$ cat src/rtl/sub_pkg.sv
// Shared definitions for the bit-serial subtractor: FSM state type,
// default operand width and the signed-overflow helper.
package sub_pkg;

    typedef enum logic [1:0] {
        IDLE = 2'b00,
        RUN  = 2'b01,
        DONE = 2'b10
    } state_t;

    localparam int DEFAULT_WIDTH = 16;

    // Two's-complement overflow of a subtraction, computed from the sign bits
    // of the minuend, subtrahend and difference.
    function automatic logic sub_ovf(input logic a_msb, input logic b_msb, input logic d_msb);
        return (a_msb != b_msb) & (d_msb != a_msb);
    endfunction

endpackage

$ cat src/rtl/full_subtractor.sv
// One-bit full subtractor: difference and borrow-out of x - y - bin.
module full_subtractor (
    input  logic x,
    input  logic y,
    input  logic bin,
    output logic d,
    output logic bout
);

    assign d    = x ^ y ^ bin;
    assign bout = (~x & y) | (~(x ^ y) & bin);

endmodule

$ cat src/rtl/serial_subtractor.sv
// Bit-serial subtractor: computes A - B modulo 2^WIDTH one bit per clock,
// LSB first, with a registered borrow-out and a one-cycle Done pulse.
// Optional feature: define SUB_OVF_FLAG_EN to add the signed-overflow output OV.
module serial_subtractor
    import sub_pkg::*;
#(
    parameter int WIDTH = DEFAULT_WIDTH
) (
    input  logic             Clk,
    input  logic             Reset,
    input  logic             Start,
    input  logic [WIDTH-1:0] A,
    input  logic [WIDTH-1:0] B,
    output logic [WIDTH-1:0] Diff,
    output logic             BO,
`ifdef SUB_OVF_FLAG_EN
    output logic             OV,
`endif
    output logic             Busy,
    output logic             Done
);

    localparam int CNT_W = $clog2(WIDTH) + 1;

    state_t           r_state;
    state_t           w_next;
    logic             w_load;
    logic             w_last;

    logic [WIDTH-1:0] r_a;
    logic [WIDTH-1:0] r_b;
    logic [WIDTH-1:0] r_res;
    logic [WIDTH-1:0] r_diff;
    logic [CNT_W-1:0] r_cnt;
    logic             r_bin;
    logic             r_bo;
    logic             r_busy;
    logic             r_done;
    logic             w_d;
    logic             w_bout;

`ifdef SUB_OVF_FLAG_EN
    logic             r_a_msb;
    logic             r_b_msb;
    logic             r_ov;
`endif

    full_subtractor u_fs (
        .x    (r_a[0]),
        .y    (r_b[0]),
        .bin  (r_bin),
        .d    (w_d),
        .bout (w_bout)
    );

    // State register; Reset wins over any pending Start.
    always_ff @(posedge Clk) begin
        if (Reset) begin
            r_state <= IDLE;
        end else begin
            r_state <= w_next;
        end
    end

    // Next-state and datapath control decode.
    always_comb begin
        w_next = r_state;
        w_load = 1'b0;
        w_last = 1'b0;
        case (r_state)
            IDLE: begin
                if (Start) begin
                    w_next = RUN;
                    w_load = 1'b1;
                end else begin
                    w_next = IDLE;
                end
            end
            RUN: begin
                if (r_cnt == CNT_W'(WIDTH - 1)) begin
                    w_next = DONE;
                    w_last = 1'b1;
                end else begin
                    w_next = RUN;
                end
            end
            DONE: begin
                w_next = IDLE;
            end
            default: begin
                w_next = IDLE;
            end
        endcase
    end

    // Operand capture, per-bit shifting and result commit on the final bit.
    always_ff @(posedge Clk) begin
        if (Reset) begin
            r_a    <= {WIDTH{1'b0}};
            r_b    <= {WIDTH{1'b0}};
            r_res  <= {WIDTH{1'b0}};
            r_diff <= {WIDTH{1'b0}};
            r_cnt  <= {CNT_W{1'b0}};
            r_bin  <= 1'b0;
            r_bo   <= 1'b0;
`ifdef SUB_OVF_FLAG_EN
            r_a_msb <= 1'b0;
            r_b_msb <= 1'b0;
            r_ov    <= 1'b0;
`endif
        end else if (w_load) begin
            r_a   <= A;
            r_b   <= B;
            r_res <= {WIDTH{1'b0}};
            r_cnt <= {CNT_W{1'b0}};
            r_bin <= 1'b0;
`ifdef SUB_OVF_FLAG_EN
            r_a_msb <= A[WIDTH-1];
            r_b_msb <= B[WIDTH-1];
`endif
        end else if (r_state == RUN) begin
            r_a   <= {1'b0, r_a[WIDTH-1:1]};
            r_b   <= {1'b0, r_b[WIDTH-1:1]};
            r_res <= {w_d, r_res[WIDTH-1:1]};
            r_cnt <= r_cnt + CNT_W'(1);
            r_bin <= w_bout;
            if (w_last) begin
                // The final difference bit is still combinational here, so it
                // is merged in directly rather than waiting for the shift.
                r_diff <= {w_d, r_res[WIDTH-1:1]};
                r_bo   <= w_bout;
`ifdef SUB_OVF_FLAG_EN
                r_ov   <= sub_ovf(r_a_msb, r_b_msb, w_d);
`endif
            end
        end
    end

    // Registered status flags: Busy tracks RUN, Done pulses once after DONE.
    always_ff @(posedge Clk) begin
        if (Reset) begin
            r_busy <= 1'b0;
            r_done <= 1'b0;
        end else begin
            r_busy <= (w_next == RUN);
            r_done <= (r_state == DONE);
        end
    end

    assign Diff = r_diff;
    assign BO   = r_bo;
    assign Busy = r_busy;
    assign Done = r_done;
`ifdef SUB_OVF_FLAG_EN
    assign OV   = r_ov;
`endif

endmodule

$ cat config.mk
export PLATFORM = sky130hd
export DESIGN_NAME = serial_subtractor
export DESIGN_NICKNAME = d
export VERILOG_FILES = /design/src/rtl/sub_pkg.sv /design/src/rtl/full_subtractor.sv /design/src/rtl/serial_subtractor.sv
export SDC_FILE = /design/constraint.sdc
export NUM_CORES = 1
export LEC_CHECK = 0
export ABC_CLOCK_PERIOD_IN_PS = 2000
export BUFFER_PORTS_ARGS = -buffer_cell sky130_fd_sc_hd__clkbuf_2
export CAP_MARGIN = 20
export CORE_ASPECT_RATIO = 1.4
export CORE_UTILIZATION = 45
export CTS_BUF_LIST = sky130_fd_sc_hd__clkbuf_8
export DETAILED_ROUTE_END_ITERATION = 8
export PLACE_DENSITY = 0.74
export SYNTH_ARGS = -nofsm -noshare
export SYNTH_HDL_FRONTEND = slang
export SYNTH_SLANG_ARGS = --single-unit
$ cat constraint.sdc
create_clock -name Clk -period 2 [get_ports Clk]
set_input_delay 0.4 -clock Clk [delete_from_list [all_inputs] [get_ports Clk]]
set_output_delay 0.4 -clock Clk [all_outputs]
set_load 0.02 [all_outputs]
==> results by group, run 1 <==
STA
  • Slew @ Worst Pin: 0.4743 ns
  • Final Hold Viols: 0
  • Max-slew violations: 0
  • RSZ-0062 raised after global routing: no
  • Final setup viols: 0
  • Minimum clock period: 1.735 ns
  • Fin Clk Skew: 0.009134 ns
  • Final period util: 86.76%
  • Achievable Freq: 576.3 MHz
  • Slew headroom: 68.38%
  • Setup_tns: 0 ns

GRT
  • Maximum number of pins on one net before global-route repair: 43
  • Global route overflow: 0
  • Vias in the first global route: 2431
  • GRT Util Overall: 17.77%
  • First-pass GRT wire length: 10.47 mm
  • Initial antenna violation count: 0

Placed design
  • Hpwl dp: 4.077 mm
  • Number of buffers added on ports: 53
  • Cell Area, Placed: 3486 um2
  • Final GP Congestion: 0.7144

Logic synthesis
  • Synth Instances: 357
  • Fraction of registers with async set/reset: 0%
  • Sequential area share after synthesis: 46.02%
  • Syn avg cell area: 9.018 um2
  • YS warnings: 0
  • Unique masters post-synth: 38
  • Post-synth EDFFs: 0
  • Synth Net Count: 395
  • Ys flop type: dfxtp_1
  • FF+latch count, synth: 74
  • Post-Syn Area: 3219 um2

Clock network
  • Post-CTS Setup Inserts: 0
  • Worst skew pair latency: 0.33 ns
  • Clock Sinks: 74
  • Maximum root-to-sink buffer count: 2
  • H-tree depth: 3
  • Post-CTS Resized: 0
  • Clock tree from TritonCTS: yes
  • Post-CTS Hold Buffers: 0
  • Clock transition at path regs: 0.07 ns
  • Root buffer cell: clkbuf_8
  • CTS Buf Count: 9

Power and ir drop
  • Combinational power share: 11.7%
  • Sw Share: 24.98%
  • Peak VDD IR: 0.4783 mV
  • Leakage: 1.497 nW
  • NetSw: 0.0007177 W
  • Reg power frac: 54.6%
  • Power per cell area: 787.2 nW/um2
  • Clock power frac: 33.7%
  • Pint: 0.002155 W

Floorplanning
  • Die Ht: 102.1 um
  • Core area: 6937 um2
  • Die area: 7501 um2
  • Die width: 73.49 um
  • # IOs: 54
  • Starting Density: 46.41%
  • Row count: 36

Setup path
  • Worst path required time: 2.27 ns
  • Critical Path AT: 2.01 ns
  • Crit start category: register
  • Reg-to-Reg Start: r_cnt[0]
  • Worst-path maximum fanout: 17
  • Crit. End Element: register
  • Worst Setup SP: r_cnt[0]
  • Crit Path Category: reg2reg

Min path
  • Class of the most critical hold timing path: in2reg
  • Hold Startpoint: A[15]

Detailed routing
  • Drt first pass iters: 4
  • WL final: 6.218 mm
  • DRC Markers: 0
  • Routed Antenna Nets: 0
  • Routed vias: 2554
  • Post-DR wirelength/cell: 12.46 um
  • Vias per cell: 5.118
  • DRT iter0 DRCs: 162

Finish
  • Number of nets in the layout: 437
  • Cell area after layout: 3650 um2
  • Area delta synth->final: 13.37%
  • Ant diodes: 0
  • Share of layout cells above drive strength 1: 23.27%

Status
  • Status: complete, no violations

Flow run
  • Max_cap viols: 0
-- cells in the final DEF (no fill, tap or decap), types with 2 or more instances in the layout --
cell and count:
clkinv_2 3, a22oi_1 2, buf_4 7, a22o_1 16, a21oi_1 48, nor3_1 21
nor3_2 10, nor2_1 35, or3b_1 28, nand2b_1 31, clkbuf_2 53, a211oi_1 2
clkbuf_8 10, or3b_2 2, nand3_1 2, ha_1 2, inv_1 7, dfxtp_1 73
nand2_1 33
-- synth_stat cells (2+ instances only) --
cell type / n / area, um2
buf_1: 3 / 11.26
nor3_2: 10 / 100.1
nor2_1: 35 / 131.4
dfxtp_1: 74 / 1481
or3b_1: 28 / 245.2
a22o_1: 16 / 140.1
clkbuf_1: 7 / 26.28
nand2_1: 33 / 123.9
buf_2: 11 / 55.05
a211oi_1: 2 / 15.01
nand3_1: 2 / 10.01
nand2b_1: 31 / 193.9
buf_6: 5 / 56.30
ha_1: 2 / 25.02
inv_1: 4 / 15.01
buf_4: 3 / 22.52
a21oi_1: 48 / 240.2
nor3_1: 21 / 105.1
a22oi_1: 2 / 15.01
or3b_2: 2 / 17.52
-- routing by layer --
metal  routed length, um  GRT usage, %  up-vias
met5                   0             0        -
met4                 153         9.763        0
met3                 201         2.860       16
met2                3216         30.98       48
met1                2647         20.46     1187
li1                    -             -     1303
-- stage by stage --
| step | hold slack, ns | worst slack, ns | utilization [%] | power (W) | cells |
|---|---|---|---|---|---|
| 6_report | 0.3432 | 0.2648 | 52.62 | 0.002873 | 499 |
| 3_5_place_dp | 0.4603 | 0.2453 | 50.25 | 0.001942 | 483 |
| 2_1_floorplan | 0.4344 | 0.4570 | - | 0.001869 | 357 |
| 5_1_grt | 0.3631 | 0.1651 | 52.62 | 0.003000 | 499 |
| 3_3_place_gp | 0.4557 | 0.3494 | 50.25 | 0.001933 | 483 |
| 4_1_cts | 0.3394 | 0.2481 | 52.62 | 0.002909 | 499 |
-- final cells by class --
cell class                 count  area [um2]
fill                         715        3287
multi-input combinational    250        1551
sequential                    74        1483
timing repair buffer          60       317.8
clock buffer                  10       137.6
tap                           95       118.9
clock inverter                 6       26.28
inverter                       4       15.01
-- flip-flops by register name, summed over array words and instances (netlist names) --
signal   flops
BO           1
Busy         1
Diff        16
Done         1
r_a         16
r_b         16
r_bin        1
r_cnt        5
r_res       15
r_state      2
-- cells by family (layout without fill, tap and decap cells) --
group | count (synthesis) | in the layout | synth area share [%]
simple gates | 171 | 171 | 31.60
buf+inv | 33 | 80 | 5.791
mux | 1 | 1 | 0.3109
fa+ha+maj | 3 | 3 | 1.399
xor+xnor | 2 | 2 | 0.5442
compound gates | 73 | 73 | 14.34
flops | 74 | 74 | 46.02
-- path summary, 6_finish.rpt --
| path | slack [ns] | depth (start not counted) | endpoint |
|---|---|---|---|
| min | 0.34 | 3 | r_a[15] |
| min reg2reg | 0.47 | 2 | r_res[1] |
| max reg2reg | 0.26 | 6 | Diff[15] |
| max | 0.26 | 6 | Diff[15] |
-- worst max-delay path, cell delays in order, from the launching register on --
cell and delay (ns):
dfxtp_1 0.37, ha_1 0.18, and3_1 0.16, ha_1 0.30, nand3b_4 0.13, nor2_4 0.33, a22o_1 0.20
-- power groups by stage --
| stage | Sequential [W] | Combinational (W) | Clock [W] |
|---|---|---|---|
| 5_1_grt | 0.00158 | 0.000381 | 0.00104 |
| 4_1_cts | 0.00157 | 0.000341 | 0.000999 |
| 6_report | 0.00157 | 0.000336 | 0.000968 |
| 3_3_place_gp | 0.00160 | 0.000332 | 0 |
| 2_1_floorplan | 0.00160 | 0.000272 | 0 |
| 3_5_place_dp | 0.00160 | 0.000339 | 0 |
Power figures use the tool's default switching activity.
==> run 2: changes to the inputs <==
==> constraint.sdc (replaced) <==
create_clock -name Clk -period 2 [get_ports Clk]
set_input_delay 0.6 -clock Clk [delete_from_list [all_inputs] [get_ports Clk]]
set_output_delay 0.6 -clock Clk [all_outputs]
set_load 0.02 [all_outputs]
==> run 2 against run 1 <==
Net effect:
- core utilization increased by 0.85 points
- cell count increased by 0.40%
- non-clock buffer count increased by 2
- die area is the same
- hold slack gained 0.11 ns
- clock-buffer cell count shrank 1
- first-iteration DRC count fell by 13%
- critical path depth unchanged
==> results by group, run 2 (same netlist as run 1, synthesis figures left out) <==
Status
  • Status: complete, no violations

Power and ir drop
  • Combinational power share: 11.2% (-0.5 points)
  • Power per cell area: 821.3 nW/um2 (+4.3%)
  • Peak VDD IR: 0.5446 mV (+14%)
  • Clock power frac: 37.1% (+3.4 points)
  • Sw Share: 25.48% (+0.50 points)
  • Total power: 0.003046 W (+6.0%)
  • Reg power frac: 51.6% (-3.0 points)
  • NetSw: 0.0007762 W (+8.1%)
  • Leakage: 1.509 nW (+0.79%)
  • Pint: 0.002270 W (+5.3%)

Finish
  • Share of layout cells above drive strength 1: 24.14% (+0.87 points)
  • Area delta synth->final: 15.20%
  • Register area: 1483 um2 (unchanged)
  • Multi-input gate area: 1551 um2 (unchanged)
  • Commonest non-fill, non-tap cell in the layout: dfxtp_1
  • Number of nets in the layout: 439 (+0.46%)
  • Commonest non-fill, non-tap cells in the layout: 73 x dfxtp_1, 53 x clkbuf_2, 48 x a21oi_1, 35 x nor2_1, 33 x nand2_1
  • Ant diodes: 0 (unchanged)
  • Fill count: 683 (-4.5%)

Flow run
  • Max_cap viols: 0 (unchanged)

STA
  • Final Hold Viols: 0 (unchanged)
  • Fin Clk Skew: 0.009944 ns (+0.0008093 ns)
  • Achievable Freq: 553.1 MHz (-4.0%)
  • Slew headroom: 67.47% (-0.91 points)
  • Hold_ws: 0.4557 ns (+0.1124 ns)
  • Slew @ Worst Pin: 0.4868 ns (+0.01250 ns)
  • Setup_tns: 0 ns (unchanged)
  • Final setup viols: 0 (unchanged)
  • Minimum clock period: 1.808 ns (+0.07292 ns)
  • Final period util: 90.40% (+3.6 points)
  • Max-slew violations: 0 (unchanged)
  • RSZ-0062 raised after global routing: no

Clock network
  • Worst skew pair latency: 0.34 ns (about the same)
  • Post-CTS Resized: 0 (unchanged)
  • Root buffer cell: clkbuf_8
  • H-tree depth: 3 (unchanged)
  • Clock tree from TritonCTS: yes
  • Maximum root-to-sink buffer count: 2 (unchanged)
  • CTS Buf Count: 9 (unchanged)
  • Clock Sinks: 74 (unchanged)
  • Clock transition at path regs: 0.08 ns (about the same)
  • Post-CTS Setup Inserts: 0 (unchanged)
  • Post-CTS Hold Buffers: 0 (unchanged)

Setup path
  • Crit start category: register
  • Worst path required time: 2.28 ns (about the same)
  • Setup slack, reg-to-reg: 0.19 ns (-0.07 ns)
  • Worst Setup EP: Diff[2]
  • Worst Setup SP: r_cnt[0]
  • Reg-to-Reg Start: r_cnt[0]
  • Reg2reg path depth: 6 (unchanged)
  • Worst r2r dst: Diff[2]
  • Worst-path maximum fanout: 17 (unchanged)
  • Critical Path AT: 2.09 ns (+0.08 ns)
  • Crit Path Category: reg2reg
  • Crit. End Element: register

Detailed routing
  • Routed Antenna Nets: 0 (unchanged)
  • Vias per cell: 5.146 (+0.54%)
  • Post-DR wirelength/cell: 12.94 um (+3.8%)
  • Drt first pass iters: 4 (unchanged)
  • DRT iter0 DRCs: 141 (-13%)
  • Routed vias: 2578 (+0.94%)
  • DRC Markers: 0 (unchanged)
  • WL final: 6.482 mm (+4.2%)

Placed design
  • Final GP Congestion: 0.7437 (+4.1%)
  • Hpwl dp: 4.270 mm (+4.7%)
  • Number of buffers added on ports: 53 (unchanged)

Floorplanning
  • Die area: 7501 um2 (unchanged)
  • Row count: 36 (unchanged)
  • Starting Density: 46.41% (unchanged)
  • Core area: 6937 um2 (unchanged)
  • # IOs: 54 (unchanged)
  • Die Ht: 102.1 um (unchanged)
  • Die width: 73.49 um (unchanged)

GRT
  • First-pass GRT wire length: 10.58 mm (+1.1%)
  • GRT Util Overall: 18.49% (+0.72 points)
  • Initial antenna violation count: 0 (unchanged)
  • Vias in the first global route: 2434 (+0.12%)
  • Maximum number of pins on one net before global-route repair: 43 (unchanged)
  • Global route overflow: 0 (unchanged)

Min path
  • Class of the most critical hold timing path: reg2reg
[run 2: cell types whose count changed in the layout (fill, tap and decap cells not counted)]
cell	delta
clkinv_4	+2
clkinv_2	-2
bufinv_16	+1
clkbuf_8	-1
inv_1	-2
buf_4	+1
buf_12	+1
clkinvlp_4	+2
[run 2: power by group through the flow]
stage / Sequential, W / Combinational, W / Clock [W]
detailed placement: 0.00161 / 0.000344 / 0
global route: 0.00158 / 0.000382 / 0.00123
CTS: 0.00157 / 0.000346 / 0.00116
floorplan: 0.00160 / 0.000272 / 0
global placement: 0.00161 / 0.000334 / 0
finish: 0.00157 / 0.000341 / 0.00113
[run 2: area by class of cell]
cell class | instances | share of cell area [%]
repair buffers | 62 | 9.312
clock inverters | 7 | 1.923
flip-flops and latches | 74 | 39.98
inverters | 4 | 0.4049
multi-input cells | 250 | 41.84
clock buffers | 9 | 3.340
well taps | 95 | 3.205
[run 2: worst max-delay path, cell delays in order (launching register included)]
cell      delay (ns)
dfxtp_1         0.39
ha_1            0.20
and3_1          0.17
ha_1            0.31
nand3b_4        0.12
nor2_4          0.36
a22o_1          0.20
[run 2: per-stage QoR]
| step | cell area [um2] | worst slack, ns | utilization [%] | instances |
|---|---|---|---|---|
| 5_1_grt | 3709 | 0.05439 | 53.46 | 501 |
| 6_report | 3709 | 0.1919 | 53.46 | 501 |
| 2_1_floorplan | 3219 | 0.4570 | - | 357 |
| 3_5_place_dp | 3513 | 0.1390 | 50.65 | 485 |
| 3_3_place_gp | 3513 | 0.1984 | 50.65 | 485 |
| 4_1_cts | 3709 | 0.1944 | 53.46 | 501 |
[run 2: worst min path at each step]
stage / start / endpoint / slack, ns / depth (start not counted)
floorplan: r_res[1] / r_res[1] / 0.43 / 2
global route: r_res[1] / r_res[1] / 0.48 / 2
global placement: r_res[1] / r_res[1] / 0.44 / 2
finish: r_res[1] / r_res[1] / 0.46 / 2
CTS: r_res[1] / r_res[1] / 0.46 / 2
detailed placement: r_res[1] / r_res[1] / 0.45 / 2
[run 2: layer usage]
metal,GRT usage [%],up-vias,routed length [um]
met2,31.90,48,3306
li1,-,1304,-
met5,0,-,0
met4,9.024,0,150
met1,20.84,1212,2808
met3,4.931,14,216
==> run 3: changes to the inputs <==
--- a/config.mk
+++ b/config.mk
@@ -9,10 +9,11 @@
 export BUFFER_PORTS_ARGS = -buffer_cell sky130_fd_sc_hd__clkbuf_2
 export CAP_MARGIN = 20
 export CORE_ASPECT_RATIO = 1.4
-export CORE_UTILIZATION = 45
+export CORE_UTILIZATION = 38
 export CTS_BUF_LIST = sky130_fd_sc_hd__clkbuf_8
 export DETAILED_ROUTE_END_ITERATION = 8
-export PLACE_DENSITY = 0.74
+export HOLD_SLACK_MARGIN = 0.06
+export PLACE_DENSITY = 0.66
 export SYNTH_ARGS = -nofsm -noshare
 export SYNTH_HDL_FRONTEND = slang
 export SYNTH_SLANG_ARGS = --single-unit
==> run 3 against run 2 <==
Net effect:
- sequential share of layout area shrank 0.45 points
- sequential power is essentially flat
- global-route usage shrank 3.0 points
- fmax grew 3.1%
- clock-buffer cell count grew 1
- cell count grew 1.6%
- hold slack gained 0.0032 ns
- power grew 0.50%
- setup slack gained 0.054 ns
- final area grew 1.1%
- clock skew shrank 0.0021 ns
- register-to-register slack gained 0.05 ns
- critical path type unchanged
- critical endpoint is now Diff[10]
- highest routed layer unchanged
==> results by group, run 3 (same netlist as run 1, synthesis figures left out) <==
Status
  • Status: complete, no violations

Clock network
  • H-tree depth: 3 (unchanged)
  • Root buffer cell: clkbuf_8
  • CTS Buf Count: 9 (unchanged)
  • Maximum root-to-sink buffer count: 2 (unchanged)
  • Post-CTS Resized: 0 (unchanged)
  • Post-CTS Hold Buffers: 0 (unchanged)
  • Worst skew pair latency: 0.34 ns (about the same)
  • Clock Sinks: 74 (unchanged)
  • Clock transition at path regs: 0.08 ns (about the same)
  • Clock tree from TritonCTS: yes
  • Post-CTS Setup Inserts: 0 (unchanged)

GRT
  • Initial antenna violation count: 0 (unchanged)
  • Global route overflow: 0 (unchanged)
  • Maximum number of pins on one net before global-route repair: 30 (-30%)
  • GRT Util Overall: 15.48% (-3.0 points)
  • Vias in the first global route: 2391 (-1.8%)
  • First-pass GRT wire length: 10.89 mm (+2.9%)

STA
  • Fin Clk Skew: 0.007866 ns (-0.002078 ns)
  • Final Worst Setup Slack: 0.2455 ns (+0.05353 ns)
  • Final setup viols: 0 (unchanged)
  • Slew @ Worst Pin: 0.4310 ns (-0.05586 ns)
  • Max-slew violations: 0 (unchanged)
  • Final Hold Viols: 0 (unchanged)
  • Slew headroom: 71.27% (+3.8 points)
  • Final period util: 87.73% (-2.7 points)
  • Setup_tns: 0 ns (unchanged)
  • Minimum clock period: 1.755 ns (-0.05353 ns)
  • RSZ-0062 raised after global routing: no
  • Achievable Freq: 569.9 MHz (+3.1%)

Setup path
  • Worst Setup SP: r_cnt[0]
  • CP most frequent cell: ha_1
  • Reg2reg path depth: 6 (unchanged)
  • CP bufs+invs: 0 (unchanged)
  • Critical Path Stages: 6 (unchanged)
  • CP max stage delay: 0.37 ns (-0.02 ns)
  • Worst path required time: 2.28 ns (about the same)
  • Crit start category: register
  • CP max-delay cell: dfxtp_1
  • Critical Path AT: 2.03 ns (-0.06 ns)
  • Reg-to-Reg Start: r_cnt[0]
  • Crit Path Category: reg2reg
  • Largest delay share family, worst path: simple AND/OR/NAND/NOR gates
  • Crit. End Element: register
  • Worst-path maximum fanout: 17 (unchanged)
  • Cell Chain, Critical Path: ha_1 -> and3_1 -> ha_1 -> nand3b_4 -> nor2_4 -> a22o_1

Finish
  • Ant diodes: 0 (unchanged)
  • Fin cells: 509 (+1.6%)
  • Multi-input gate area: 1551 um2 (unchanged)
  • Number of nets in the layout: 440 (+0.23%)
  • Register area: 1483 um2 (unchanged)
  • Commonest non-fill, non-tap cells in the layout: 73 x dfxtp_1, 53 x clkbuf_2, 48 x a21oi_1, 35 x nor2_1, 33 x nand2_1
  • Fill count: 833 (+22%)
  • Area delta synth->final: 16.52%
  • Commonest non-fill, non-tap cell in the layout: dfxtp_1
  • Share of layout cells above drive strength 1: 24.08% (-0.059 points)

Detailed routing
  • Routed Antenna Nets: 0 (unchanged)
  • Routed vias: 2530 (-1.9%)
  • Post-DR wirelength/cell: 12.17 um (-5.9%)
  • DRT iter0 DRCs: 108 (-23%)
  • Vias per cell: 4.971 (-3.4%)
  • Drt first pass iters: 4 (unchanged)
  • WL final: 6.196 mm (-4.4%)
  • DRC Markers: 0 (unchanged)

Min path
  • Hold Startpoint: r_res[8]
  • Hold Crit Depth: 2 (unchanged)
  • Class of the most critical hold timing path: reg2reg

Power and ir drop
  • Power per cell area: 816.0 nW/um2 (-0.64%)
  • Sw Share: 24.71% (-0.77 points)
  • Reg power frac: 51.5% (about the same)
  • Pint: 0.002305 W (+1.5%)
  • Combinational power share: 11.2% (about the same)
  • Peak VDD IR: 0.3554 mV (-35%)
  • NetSw: 0.0007563 W (-2.6%)
  • Clock power frac: 37.3% (+0.2 points)
  • Leakage: 1.530 nW (+1.4%)

Floorplanning
  • Core area: 8198 um2 (+18%)
  • Starting Density: 39.27% (-7.1 points)
  • Die area: 8849 um2 (+18%)
  • # IOs: 54 (unchanged)
  • Die width: 79.79 um (+8.6%)
  • Row count: 39 (+8.3%)
  • Die Ht: 110.9 um (+8.6%)

Placed design
  • Pre-CTS setup slack: 0.1890 ns (+0.04996 ns)
  • Number of buffers added on ports: 53 (unchanged)
  • Hpwl dp: 4.177 mm (-2.2%)
  • Final GP Congestion: 0.7216 (-3.0%)
  • Inst Count DP: 493 (+1.6%)

Flow run
  • Max_cap viols: 0 (unchanged)
==> run 3: layout make-up <==
type                       count  area share, %
sequential                    74          39.53
timing repair buffer          63          10.07
clock inverter                 6          1.568
clock buffer                  10          3.669
multi-input combinational    250          41.36
inverter                       4         0.4003
tap                          102          3.402
==> run 3: worst paths after layout <==
kind,end,slack (ns)
min reg2reg,r_res[7],0.46
max,Diff[10],0.25
min,r_res[7],0.46
max reg2reg,Diff[10],0.25
==> run 3: routing by layer <==
metal / vias to the layer above / track usage (%) / wire [um]
li1: 1311 / - / -
met1: 1155 / 19.98 / 2907
met2: 54 / 24.56 / 2932
met3: 10 / 3.457 / 248
met4: 0 / 6.429 / 108
met5: - / 0 / 0
==> run 3: worst min-delay path: stages (launching register included) <==
cell	delay (ns)
dfxtp_1	0.32
nand2_1	0.05
a21oi_1	0.05
==> run 3: per-stage QoR <==
step           cell area, um2  total power (W)  util [%]  hold WS (ns)
2_1_floorplan            3219         0.001869         -        0.4344
6_report                 3751         0.003061     45.76        0.4588
3_5_place_dp             3555         0.001957     43.36        0.4563
3_3_place_gp             3555         0.001948     43.36        0.4481
4_1_cts                  3751         0.003108     45.76        0.4632
5_1_grt                  3751         0.003219     45.76        0.4900
==> run 3: power groups by stage <==
stage	Sequential (W)	Combinational (W)	Clock, W
floorplan	0.00160	0.000272	0
global placement	0.00161	0.000340	0
detailed placement	0.00161	0.000347	0
CTS	0.00158	0.000348	0.00118
global route	0.00159	0.000392	0.00124
finish	0.00158	0.000342	0.00114
